===== src/rtl/uibi_arbiter.sv =====
// Two-master round-robin arbiter for the single UIBI master port.
// Registers the winning master's transaction, holds it on the bus until the slave acknowledges or the watchdog expires.
module uibi_arbiter #(
  parameter int XLEN        = 32,
  parameter int SLAVE_WIDTH = 4,
  parameter int TIMEOUT     = 255
) (
  input  logic                        clk,
  input  logic                        rst,

  input  logic                        m0_req,
  input  logic                        m0_wen,
  input  logic [2:0]                  m0_mode,
  input  logic [SLAVE_WIDTH-1:0]      m0_num,
  input  logic [XLEN-SLAVE_WIDTH-1:0] m0_addr,
  input  logic [XLEN-1:0]             m0_dat_i,
  output logic [XLEN-1:0]             m0_dat_o,
  output logic                        m0_ready,
  output logic                        m0_err,

  input  logic                        m1_req,
  input  logic                        m1_wen,
  input  logic [2:0]                  m1_mode,
  input  logic [SLAVE_WIDTH-1:0]      m1_num,
  input  logic [XLEN-SLAVE_WIDTH-1:0] m1_addr,
  input  logic [XLEN-1:0]             m1_dat_i,
  output logic [XLEN-1:0]             m1_dat_o,
  output logic                        m1_ready,
  output logic                        m1_err,

  output logic                        bus_req,
  output logic                        bus_wen,
  output logic [2:0]                  bus_mode,
  output logic [SLAVE_WIDTH-1:0]      bus_num,
  output logic [XLEN-SLAVE_WIDTH-1:0] bus_addr,
  output logic [XLEN-1:0]             bus_dat_o,
  input  logic [XLEN-1:0]             bus_dat_i,
  input  logic                        bus_ready
);

  typedef enum logic [1:0] {IDLE, BUSY, DONE} state_t;

  localparam logic [15:0] WD_LAST = 16'(TIMEOUT - 1);

  state_t      state;
  logic        grant_id;
  logic        last_grant;
  logic [15:0] watchdog;
  logic        winner;

  // NOTE: a combinational block assigns its output on every path so no latch is inferred.
  always_comb begin
    if (m0_req && m1_req) winner = ~last_grant;
    else                  winner = m1_req;
  end

  // NOTE: all state below uses non-blocking assignments so every register samples pre-edge values.
  always_ff @(posedge clk) begin
    if (rst) begin
      state      <= IDLE;
      grant_id   <= 1'b0;
      last_grant <= 1'b1;
      watchdog   <= '0;
      bus_req    <= 1'b0;
      bus_wen    <= 1'b0;
      bus_mode   <= '0;
      bus_num    <= '0;
      bus_addr   <= '0;
      bus_dat_o  <= '0;
      m0_dat_o   <= '0;
      m0_ready   <= 1'b0;
      m0_err     <= 1'b0;
      m1_dat_o   <= '0;
      m1_ready   <= 1'b0;
      m1_err     <= 1'b0;
    end else begin
      // Completion outputs are single-cycle pulses; only BUSY raises them.
      m0_dat_o <= '0;
      m0_ready <= 1'b0;
      m0_err   <= 1'b0;
      m1_dat_o <= '0;
      m1_ready <= 1'b0;
      m1_err   <= 1'b0;

      unique case (state)
        IDLE: begin
          if (m0_req || m1_req) begin
            grant_id <= winner;
            watchdog <= '0;
            bus_req  <= 1'b1;
            state    <= BUSY;
            if (winner) begin
              bus_wen   <= m1_wen;
              bus_mode  <= m1_mode;
              bus_num   <= m1_num;
              bus_addr  <= m1_addr;
              bus_dat_o <= m1_dat_i;
            end else begin
              bus_wen   <= m0_wen;
              bus_mode  <= m0_mode;
              bus_num   <= m0_num;
              bus_addr  <= m0_addr;
              bus_dat_o <= m0_dat_i;
            end
          end
        end

        BUSY: begin
          // A slave acknowledge beats a coincident watchdog expiry.
          if (bus_ready) begin
            if (grant_id) begin
              m1_dat_o <= bus_dat_i;
              m1_ready <= 1'b1;
            end else begin
              m0_dat_o <= bus_dat_i;
              m0_ready <= 1'b1;
            end
            bus_req <= 1'b0;
            state   <= DONE;
          end else if (watchdog == WD_LAST) begin
            if (grant_id) begin
              m1_ready <= 1'b1;
              m1_err   <= 1'b1;
            end else begin
              m0_ready <= 1'b1;
              m0_err   <= 1'b1;
            end
            bus_req <= 1'b0;
            state   <= DONE;
          end else if (watchdog != 16'hFFFF) begin
            watchdog <= watchdog + 16'd1;
          end
        end

        DONE: begin
          last_grant <= grant_id;
          state      <= IDLE;
        end

        default: state <= IDLE;
      endcase
    end
  end

endmodule


===== config.mk =====
export PLATFORM = sky130hd
export DESIGN_NAME = uibi_arbiter
export DESIGN_NICKNAME = d
export VERILOG_FILES = /design/src/rtl/uibi_arbiter.sv
export SDC_FILE = /design/constraint.sdc
export NUM_CORES = 1
export LEC_CHECK = 0
export CORE_AREA = 2 2 119 121
export DETAILED_ROUTE_END_ITERATION = 6
export DIE_AREA = 0 0 121 123
export DONT_BUFFER_PORTS = 1
export GPL_ROUTABILITY_DRIVEN = 0
export PLACE_DENSITY = 0.7
export SYNTH_ARGS = -nofsm -noshare
export SYNTH_HDL_FRONTEND = slang
export SYNTH_SLANG_ARGS = --single-unit

===== constraint.sdc =====
create_clock -name clk -period 1.9 [get_ports clk]
set_clock_uncertainty 0.05 [all_clocks]
set_input_delay 0.57 -clock clk [delete_from_list [all_inputs] [get_ports clk]]
set_output_delay 0.57 -clock clk [all_outputs]
set_load 0.005 [all_outputs]

* Yosys cells after proc, flatten, opt, wreduce, memory -nomap -nowiden
Cells that the tools add are included.
** Storage, ports and cells
- Bits in registers :: 157
- Word-level logic and storage cells :: 67
- Output and inout bits :: 137
** Operators by class
- Equal/unequal tests :: 9
- Add/sub/neg operators :: 1
- Multiplexer cells :: 25
- Bitwise gates (word level) :: 4
- Reduce and logical (&&, ||, !) cells :: 12
** Operator list (count)
- 16-bit 2-to-1 mux :: 4
- 32-bit 2-to-1 mux :: 1
- 16-bit case mux with 2 select lines :: 1
- 28-bit 2-to-1 mux :: 1
- 16-bit by 1-bit adder with 16-bit output, second input constant :: 1
- 16-bit by 8-bit == test with 1-bit output, second input constant :: 1
- 16-bit != test, second input constant :: 1
- 1-bit 2-to-1 mux :: 11
- 2-bit != test, second input constant :: 4
- 4-bit OR reduction :: 2
- 2-bit 2-to-1 mux :: 3
- 5-bit AND reduction :: 1
- 4-bit 2-to-1 mux :: 1
- 1-bit inverter :: 4
- 2-bit case mux with 2 select lines :: 1
- 2-bit AND reduction :: 2
- 3-bit 2-to-1 mux :: 1
- 3-bit != test, second input constant :: 1
- 3-bit AND reduction :: 1
- 3-bit OR reduction :: 1
- 2-bit by 1-bit == test with 1-bit output, second input constant :: 1
- 2-bit == test, second input constant :: 1
- 2-bit zero test :: 1
- 1-bit case mux with 2 select lines :: 1
- other kinds (4) :: 4

* Longest topological paths before layout
Gate-level depths: netlist of run 1.
- Depth after elaboration :: 5
- Depth in mapped cells :: 9
- Mapped depth without buffers :: 7

* Worst setup path before layout of run 1
No wires, ideal clock.
- Kind :: reg-to-reg
- Start point :: register watchdog[0]
- End point :: register watchdog[4]
- Required time :: 1.781 ns
- Slack :: -0.056 ns
- Path buffers :: 2
- Cell stages (with the launch flop) :: 10
- Arrival time :: 1.837 ns
- Cell sequence :: dfxtp_1 -> inv_1 -> ha_1 -> nor4b_1 -> and4_1 -> buf_6 -> or2_1 -> buf_6 -> or4_1 -> o21ai_1
** Between the ends
- Longest elaborated chain between the ends :: 5
- Elaborated cells on any way between the ends :: 10
- Classes of those cells :: add/sub: 1; eq/ne: 4; mux: 4; reduce/logical: 1
** Ends and longest elaborated chain
- start: declaration :: RTL line 48 : logic [15:0] watchdog;
- start signal: assignment :: RTL line 131 : watchdog <= watchdog + 16'd1;
- 16-bit by 1-bit adder with 16-bit output :: RTL line 131
- 16-bit 2-to-1 mux :: RTL line 130 : end else if (watchdog != 16'hFFFF) begin
- 16-bit 2-to-1 mux :: RTL line 120 : end else if (watchdog == WD_LAST) begin
- 16-bit 2-to-1 mux :: RTL line 110 : if (bus_ready) begin
- 16-bit case mux with 2 select lines :: RTL line 85 : unique case (state)
Several ways; a longest one is shown, not always the timed one. The select of a mux whose other input is x is not followed.
A chain may end at the register's enable or synchronous reset.

* Worst setup path after layout of run 1
- Start point :: register watchdog[1]
- End point :: register watchdog[4]
The elaborated chain is that of the path after synthesis.

==> metrics.md, run 1 <==
| Metric | Value |
|---|---|
| Result of the run | `finished with violations` |
| Failing checks | `setup timing` |
| Final antenna-violating net count | `0` |
| Final wirelength | `~16000 microns` |
| Post-synth top area share | `between 50% and 60%` |
| Worst setup margin | `-53.4 ps` |
| Overflow after GRT | `0` |
| Initial core utilization | `between 40% and 50%` |
| Worst-Margin Slew | `between 300 and 400 ps` |
| Number of synthesized register bits | `157` |
| Hold worst-path end | `bus_addr[24]` |
| Combined global-route utilization of all metal layers | `approximately a fifth` |
| Number of vias after detailed routing | `between 4000 and 5000` |
| Post-route fraction of the period consumed by the critical path | `103%` |
| Total number of clock tree sinks | `roughly 160` |
| Final hold violation count | `0` |
| Warnings from Yosys | `0` |
| Register clock-pin slew on the reported worst setup and hold paths | `60 ps` |
| Syn Inst Count | `~600` |
| Max-slew violation total from the final report | `0` |
| Area delta synth->final | `17.9%` |
| Leading area contributor after synthesis | `sky130_fd_sc_hd__dfxtp_1` |
| Internal power of the cells | `~5.9 mW` |
| Clock Latency Late Sink | `approximately 410 ps` |
| Yosys cell types | `41` |
| Residual DRC count | `0` |
| Area of the mapped netlist | `slightly below 6000 sq um` |
| Unrepaired setup endpoints after global routing | `true` |
| Max-cap check violation count | `0` |
| I/O pin total | `310` |
| Die X | `approximately 120 microns` |
| Fill cell instance count of the final layout | `1226` |
| FF-to-FF setup slack | `-50 ps` |
| Register area share after synthesis | `53.2%` |
| Worst R2R Start | `watchdog[1]` |
| H-tree depth | `4` |
| Arrival time at the worst endpoint | `~2300 ps` |
| Top cells by area in the synthesized netlist | `sky130_fd_sc_hd__dfxtp_1, sky130_fd_sc_hd__mux2i_1, sky130_fd_sc_hd__a211oi_1, sky130_fd_sc_hd__and2_1, sky130_fd_sc_hd__nor2_1` |
| CTS Buf Count | `17` |
| Clock share of power | `45.0%` |
| WS Path Type | `reg -> reg` |
| Final net count | `about 770` |
| Layout cells sized above 1 | `a little over an eighth` |
| Post-route design area | `approximately 7000 sq um` |
| CTS tree | `done` |
| Length in cells of the worst reg-to-reg path | `6` |
| Average via count per standard cell | `5.56` |
| Switching power | `1.89 mW` |
| Maximum number of pins on one net before global-route repair | `74` |
| Sum of internal, switching and leakage power | `roughly 7.7 mW` |
| # port buffers | `0` |
| Die footprint | `about 15000 sq um` |
| Wire length per cell | `~20 microns` |
| Rel. slew slack | `73.8%` |
| Core region area | `about 14000 sq um` |
| Worst Setup End Kind | `register` |
| Worst Hold Launch | `rst` |
| Endpoint of the most critical register-to-register path | `watchdog[4]` |
| Violation count after the first detailed-routing iteration | `roughly 120` |
| Switching power as a share of total power | `~24%` |
| CP Max Fanout | `6` |
| Cell count of the worst hold path | `1` |
| Die outline height | `123 microns` |
| Antenna violations before repair | `0` |
| Data required time of the critical path | `approximately 2200 ps` |
| Post-CTS Hold Fix Bufs | `0` |
| Power per standard cell area | `roughly 1100 nW/um^2` |
| Combinational group share of total power | `between 7 and 8%` |
| Placement Cell Area | `6210 sq um` |
| Site row count | `between 40 and 50` |
| Mean Syn Cell Area | `about 10 sq um` |
| DRT Pass-1 Iters | `4` |
| HPWL after DPL | `11800 microns` |
| Min-Delay Path Class | `in -> reg` |
| Worst vdd rail ir drop | `a little over 0.5 mV` |
| Global-route wire length before repair | `23400 microns` |
| Post-synthesis net count | `763` |
| Number of cells in the design after placement | `748` |
| Startpoint class of the critical path | `register` |
| Max Fclk | `slightly above 500 MHz` |
| Final Instance Count excl. Fillers | `approximately 800` |
| Lkg Pwr | `roughly 2.7 nW` |
| Number of buffers on the longest clock path | `2` |
| Final setup fails | `1` |
| Min cycle time layout | `between 1500 and 2000 ps` |
| Portion of total power attributed to sequential cells | `a little under half` |
| Number of global-route vias before repair | `4302` |
| Cell chosen for the clock root | `sky130_fd_sc_hd__clkbuf_16` |
[power groups by stage]
stage	clock, mW	combinational (mW)	sequential, mW
4_1_cts	3.58	0.604	3.65
5_1_grt	3.73	0.686	3.67
6_report	3.48	0.610	3.65
3_3_place_gp	0	0.576	3.72
3_5_place_dp	0	0.604	3.72
2_1_floorplan	0	0.488	3.67
[stage by stage]
step | util, % | setup TNS, ps | setup WS [ps] | hold slack [ps]
2_1_floorplan | - | -12.6 | -12.6 | 395
3_3_place_gp | 45.6 | 0 | 13.1 | 411
3_5_place_dp | 45.6 | -9.08 | -9.08 | 422
4_1_cts | 50.2 | -0.602 | -0.602 | 148
5_1_grt | 51.2 | -470 | -140 | 150
6_report | 51.2 | -53.4 | -53.4 | 175
[worst max-delay path by stage]
stage	start	to	cells past startpoint
finish	watchdog[1]	watchdog[4]	6
global route	watchdog[1]	watchdog[4]	6
CTS	watchdog[0]	watchdog[2]	7
detailed placement	watchdog[0]	watchdog[4]	6
global placement	watchdog[0]	watchdog[4]	6
floorplan	watchdog[0]	watchdog[4]	7
[logic make-up (layout without fill, tap and decap cells)]
kind of cell               after synthesis  in the layout  synth area share [%]
AOI/OAI and AO/OA                      103            103                  12.7
adders and majority gates                2              2                 0.423
buffers and inverters                   48             64                  3.52
DFF                                    157            157                  53.2
muxes                                   72             72                  12.2
other                                    0              1                     0
and+or+nand+nor                        206            206                  17.9
[metal layers]
metal	track usage [%]	vias up	routed length, microns
li1	-	2097	-
met4	7.49	0	315
met2	35.1	218	8060
met1	21.6	2027	5490
met3	10.4	25	1960
met5	0	-	0
[final cells by class]
type                    count  area, sq um  share of cell area, %
clock buffers              17          425                   6.11
flip-flops and latches    157         3150                   45.2
multi-input cells         383         2680                   38.4
repair buffers             27          278                   3.99
clock inverters            15          185                   2.66
diodes                      1         2.50                 0.0359
well taps                 180          225                   3.23
inverters                   5         21.3                  0.305
[placed cells by master, fill, tap and decap left out, types with 4 or more instances in the layout]
cell / n
sky130_fd_sc_hd__dfxtp_1: 154
sky130_fd_sc_hd__nor2_1: 80
sky130_fd_sc_hd__mux2i_1: 72
sky130_fd_sc_hd__a211oi_1: 69
sky130_fd_sc_hd__and2_1: 66
sky130_fd_sc_hd__buf_4: 21
sky130_fd_sc_hd__nand2_1: 17
sky130_fd_sc_hd__clkbuf_16: 17
sky130_fd_sc_hd__and3_1: 7
sky130_fd_sc_hd__a21oi_1: 6
sky130_fd_sc_hd__nand2b_1: 6
sky130_fd_sc_hd__nand3_1: 6
sky130_fd_sc_hd__buf_12: 6
sky130_fd_sc_hd__nor3_1: 5
sky130_fd_sc_hd__inv_6: 5
sky130_fd_sc_hd__o21ai_0: 4
sky130_fd_sc_hd__o31ai_1: 4
sky130_fd_sc_hd__and4_1: 4
sky130_fd_sc_hd__inv_1: 4
sky130_fd_sc_hd__o311ai_1: 4
[repair_timing]
item                       in CTS  in global routing
resized for setup               2                 22
buffers inserted                0                  4
setup endpoints to repair       3                 11
pin swaps                       0                  6
[worst max-delay path, cell delays in order, from the launching register on]
cell and delay [ps]:
sky130_fd_sc_hd__dfxtp_4 370, sky130_fd_sc_hd__ha_4 150, sky130_fd_sc_hd__and4_1 210, sky130_fd_sc_hd__and4_1 170, sky130_fd_sc_hd__or2_4 290, sky130_fd_sc_hd__or4_4 520
sky130_fd_sc_hd__o21ai_2 130
[registers in the layout, summed over array words and instances, names as in the netlist]
register    count
m1_ready        1
m0_ready        1
last_grant      1
grant_id        1
m0_err          1
m1_dat_o       32
bus_mode        3
watchdog       16
bus_num         4
bus_req         1
m0_dat_o       32
bus_addr       28
m1_err          1
bus_wen         1
bus_dat_o      32
state           2
[synth_stat cells, drive strengths merged]
cell type,count
a211oi,69
a21boi,1
a21oi,6
a22oi,1
a31oi,2
and2,66
and3,7
and4,6
buf,13
clkbuf,30
dfxtp,157
ha,2
inv,5
mux2i,72
nand2,17
nand2b,6
nand3,6
nand4,3
nor2,80
nor3,5
nor3b,1
nor4,3
nor4b,1
nor4bb,1
o211ai,2
o21a,2
o21ai,6
o221a,1
o22ai,1
o311ai,6
o31ai,4
o41ai,2
or2,1
or3,2
or4,1
Note: power is estimated with default switching activity, not from simulation.
==> run 2, diff against run 1 <==
Settings changed: SLEW_MARGIN set to 10.
==> results of run 2 <==
Same layout as run 1: the final DEF is identical, and so are final timing and power.
